==> config.mk <==
export PLATFORM = sky130hd
export DESIGN_NAME = snn_spike_serializer
export DESIGN_NICKNAME = d
export VERILOG_FILES = /design/src/rtl/snn_spike_serializer.sv
export SDC_FILE = /design/constraint.sdc
export NUM_CORES = 1
export LEC_CHECK = 0
export ABC_AREA = 1
export CORE_ASPECT_RATIO = 2
export CORE_MARGIN = 2
export CORE_UTILIZATION = 55
export DETAILED_ROUTE_END_ITERATION = 8
export PLACE_DENSITY = 0.85
export SLEW_MARGIN = 15
export SYNTH_ARGS = -nofsm -noshare
export SYNTH_HDL_FRONTEND = slang
export SYNTH_SLANG_ARGS = --single-unit
==> constraint.sdc <==
create_clock -name clk -period 2.7 [get_ports clk]
set_input_delay 0.27 -clock clk [delete_from_list [all_inputs] [get_ports clk]]
set_output_delay 0.27 -clock clk [all_outputs]
set_load 0.005 [all_outputs]
==> src/rtl/snn_spike_serializer.sv <==
// snn_spike_serializer: parallel spike vector to valid/ready serial stream with optional bias slot, one-deep pending buffer, frame markers, timestep counter and sticky overflow; ports: clk, reset (async, active-high), spk_vec_valid/spk_vec capture input, out_valid/out_ready/out_spk/out_idx/out_first/out_last serial output, frame_done, step_idx, busy, overflow, clr_overflow
module snn_spike_serializer #(
  parameter int N_IN    = 20,
  parameter int BIAS_EN = 1,
  parameter int T_STEPS = 8,
  parameter int IDX_W   = $clog2(N_IN + 1),
  parameter int STEP_W  = (T_STEPS > 1) ? $clog2(T_STEPS) : 1
) (
  input  logic              clk,
  input  logic              reset,
  input  logic              spk_vec_valid,
  input  logic [N_IN-1:0]   spk_vec,
  output logic              out_valid,
  input  logic              out_ready,
  output logic              out_spk,
  output logic [IDX_W-1:0]  out_idx,
  output logic              out_first,
  output logic              out_last,
  output logic              frame_done,
  output logic [STEP_W-1:0] step_idx,
  output logic              busy,
  output logic              overflow,
  input  logic              clr_overflow
);
  localparam int L = N_IN - 1 + BIAS_EN;
  typedef enum logic {IDLE, STREAM} state_t;
  state_t state, state_n;
  logic pend_full, pend_full_n, xfer, last, ovf_n;
  logic [N_IN-1:0] act, act_n, pend, pend_n;
  logic [N_IN:0] slots;
  logic [IDX_W-1:0] idx_n;
  logic [STEP_W-1:0] step_n;
  always_comb begin
    xfer = out_valid & out_ready;
    last = xfer & (out_idx == IDX_W'(L));
    state_n = state;
    pend_full_n = pend_full;
    act_n = act;
    pend_n = pend;
    ovf_n = overflow & ~clr_overflow;
    idx_n = xfer ? out_idx + 1'b1 : out_idx;
    step_n = step_idx;
    if (last) begin
      idx_n = '0;
      step_n = (step_idx == STEP_W'(T_STEPS - 1)) ? '0 : step_idx + 1'b1;
      state_n = pend_full ? STREAM : IDLE;
      act_n = pend_full ? pend : act;
      pend_full_n = 1'b0;
    end
    // capture is resolved after promotion, so a freed slot is reusable in the same cycle
    if (spk_vec_valid) begin
      if (state_n == IDLE) begin
        state_n = STREAM;
        act_n = spk_vec;
        idx_n = '0;
      end else if (!pend_full_n) begin
        pend_full_n = 1'b1;
        pend_n = spk_vec;
      end else begin
        ovf_n = 1'b1;
      end
    end
    // bit N_IN is the constant-1 bias slot
    slots = {1'b1, act_n};
  end
  always_ff @(posedge clk or posedge reset) begin
    if (reset) begin
      state <= IDLE;
      pend_full <= 1'b0;
      act <= '0;
      pend <= '0;
      out_valid <= 1'b0;
      out_spk <= 1'b0;
      out_idx <= '0;
      out_first <= 1'b0;
      out_last <= 1'b0;
      frame_done <= 1'b0;
      step_idx <= '0;
      busy <= 1'b0;
      overflow <= 1'b0;
    end else begin
      state <= state_n;
      pend_full <= pend_full_n;
      act <= act_n;
      pend <= pend_n;
      out_valid <= state_n == STREAM;
      out_spk <= (state_n == STREAM) & slots[idx_n];
      out_idx <= idx_n;
      out_first <= (state_n == STREAM) & (idx_n == '0);
      out_last <= (state_n == STREAM) & (idx_n == IDX_W'(L));
      frame_done <= last;
      step_idx <= step_n;
      busy <= (state_n == STREAM) | pend_full_n;
      overflow <= ovf_n;
    end
  end
endmodule

==> reports/qor.yml <==
run_status:
  status: "finished clean"
clock_network:
  post-cts-setup-buffer-count: 0
  clock_latency_ns: 0.33
  numCtsBuffers: 5
  cts_tree: "done"
  holdBufCountCts: 0
  clkTransAtPathRegs_ns: 0.10
  cts_resized: 0
  htreeDepth: 2
  numClockSinks: 56
  cts-root-buf: "clkbuf_8"
  cts_buffer_depth: 2
critical_path:
  path_buf_inv: 3
  critPathMaxFanout: 19
  worst_path_most_repeated_cell: "nand2_1"
  worstSetupStartpointType: "flop"
  r2r_slack_ns: 0.38
  slowest_delay_ns: 0.40
  crit_required_ns: 2.96
  crit_family: "simple AND/OR/NAND/NOR gates"
  regToRegEndpoint: "out_spk"
  cp_slowest_cell: "dfrtp_1"
  reg2reg_depth: 17
  arrival_ns: 2.59
  cp_cell_sequence: "inv_1 > ha_1 > nand2_1 > nor2_8 > nand2_4 > inv_4 > nor2_8 > nand2_2 > nand2_1 > nor2_1 > nor2_1 > nand2_1 > nand2_1 > nand2_1 > inv_1 > nand2_1 > a21oi_2"
  worstSetupPathType: "flop to flop"
  rr_startpoint: "out_idx[0]"
  cp-end-kind: "flop"
power_and_ir_drop:
  p_per_area_nw_per_um2: 922
  leakage_nw: 1.91
  p_total_mw: 3.37
  peakVddDrop_v: 0.000620
final_layout:
  ff_latch_area_um2: 1400
  antenna_cells: 0
  fin_area_um2: 3660
  drive_gt1_share_pct: 9.66
  multi_input_area_um2: 1400
  layout.filler_cells: 455
  final_nets: 473
  areaGrowthSynthToFinish_pct: 16.6
drt:
  viasPerCell: 5.40
  route.vias.total: 2728
  drc: 0
  postRouteAntennaNets: 0
  drt-total-wl_um: 7190
  firstDrtPassIters: 4
  wl_per_cell_um: 14.2
  drt_iter0_drc: 127
yosys:
  synth_most_common_cell: "nand2_1"
  synth_cells: 406
  synth_largest_area_cell: "dfrtp_1"
  synth_seq_cells: 56
  yosysTopAreaCellShare_pct: 44.7
  ys_top_cells_by_area: "dfrtp_1 (45%), nand2_1 (14%), nand3_1 (7.0%), inv_1 (6.8%), o21ai_0 (4.6%)"
  synthArstFlopShare_pct: 100
  synth_nets: 435
  synthFlopType: "dfrtp_1"
  yosysUniqueCellTypes: 35
  synth_warnings: 0
  synth_edf_count: 0
  syn_area_um2: 3130
  ys_top_cells_by_count: "nand2_1 (121), inv_1 (57), dfrtp_1 (56)"
  yosysSeqAreaShare_pct: 44.7
  syn_area_per_cell_um2: 7.72
sta:
  timing.clock.skew_ns: 0.00559
  rsz0062_at_grt: "false"
  slew-limit-headroom_pct: 53.2
  finalHoldViolCount: 0
  fin_setup_tns_ns: 0
  timing.fmax_mhz: 431
  finalSetupViolations: 0
  whs_ns: 0.359
  drv_slew: 0
  fin_crit_ns: 2.32
  worst_pin_slew_ns: 0.701
  finalCritPeriodShare_pct: 86.0
floorplanning:
  die_height_um: 111
  num_rows: 38
  dieArea_um2: 6360
  io_pins: 40
  start_util_pct: 57.3
  die_w_um: 57.4
  core_area_um2: 5470
placed_design:
  place_area_um2: 3550
  gp_congestion: 0.977
  dp_hpwl_um: 5320
  place.port_buffers: 39
global_route:
  grt_max_degree: 34
  grt_pass1_vias: 2744
  antenna_found_initial: 0
  grt_pass1_wl_um: 12400
  grt_usage_pct: 25.0
  grt.overflow.total: 0
min_path:
  min_path_type: "primary input to asynchronous set/reset pin"
run:
  cap_violations: 0
cells in the final DEF (no fill, tap or decap), drive strengths merged, types with 2 or more instances in the layout:
cell type	n
a21oi	10
and2	8
buf	7
clkbuf	6
clkdlybuf4s50	39
dfrtp	56
ha	4
inv	60
mux2	3
nand2	130
nand3	48
nor2	28
nor4	2
o21ai	34
xor2	2
layer usage:
metal / part of all wire [%] / wire, µm / vias up / track usage, %
li1: - / - / 1344 / -
met2: 55 / 3940 / 87 / 44.8
met3: 3.7 / 265 / 28 / 3.73
met1: 37 / 2650 / 1269 / 27.1
met4: 4.7 / 335 / 0 / 12.6
met5: 0 / 0 / - / 0
power breakdown:
| part | switching, mW | total [mW] | leakage, nW | internal [mW] |
|---|---|---|---|---|
| logic | 0.851 | 1.46 | 1.20 | 0.610 |
| registers | 0.163 | 1.36 | 0.655 | 1.19 |
| clock network | 0.277 | 0.553 | 0.0552 | 0.276 |
| total | 1.29 | 3.37 | 1.91 | 2.08 |
sequential cells by signal, indices dropped and copies added, names as in the netlist:
| name | count |
|---|---|
| act | 20 |
| out_idx | 5 |
| state | 1 |
| pend_full | 1 |
| out_first | 1 |
| out_last | 1 |
| frame_done | 1 |
| busy | 1 |
| overflow | 1 |
| step_idx | 3 |
| pend | 20 |
| out_spk | 1 |
worst register-to-register path, stage by stage (launching register included):
cell and delay, ns:
dfrtp_1 0.40, inv_1 0.08, ha_1 0.19, nand2_1 0.16, nor2_8 0.07, nand2_4 0.21
inv_4 0.16, nor2_8 0.18, nand2_2 0.13, nand2_1 0.17, nor2_1 0.06, nor2_1 0.09
nand2_1 0.06, nand2_1 0.05, nand2_1 0.05, inv_1 0.05, nand2_1 0.05, a21oi_2 0.10
through the flow:
| stage | utilization [%] | instances | setup slack, ns |
|---|---|---|---|
| CTS | 66.9 | 505 | 0.390 |
| global route | 66.9 | 505 | 0.145 |
| floorplan | - | 406 | 0.786 |
| finish | 66.9 | 505 | 0.379 |
| detailed placement | 64.9 | 497 | 0.269 |
| global placement | 64.9 | 497 | 0.319 |
worst max-delay path by stage:
| stage | startpoint | to | cells after the start |
|---|---|---|---|
| global route | out_idx[0] | out_spk | 17 |
| detailed placement | out_ready | out_spk | 16 |
| global placement | out_ready | out_spk | 16 |
| CTS | out_idx[0] | out_spk | 17 |
| floorplan | out_idx[1] | out_spk | 18 |
| finish | out_idx[0] | out_spk | 17 |
cell families after synthesis:
logic type	synth area share [%]
buffers and inverters	10.6
flip-flops	44.7
AND/OR/NAND/NOR	32.6
XOR/XNOR	0.838
multiplexers	1.08
adder cells (fa/ha/maj)	1.60
AO/OA/AOI/OAI	8.62
area by class of cell:
cell class                 count  share of cell area, %
tap                           60                   2.05
sequential                    56                   38.3
timing repair buffer          46                   12.1
inverter                      60                   6.23
clock inverter                 2                  0.958
multi-input combinational    275                   38.3
clock buffer                   6                   1.98
(Power assumes the default switching activity.)
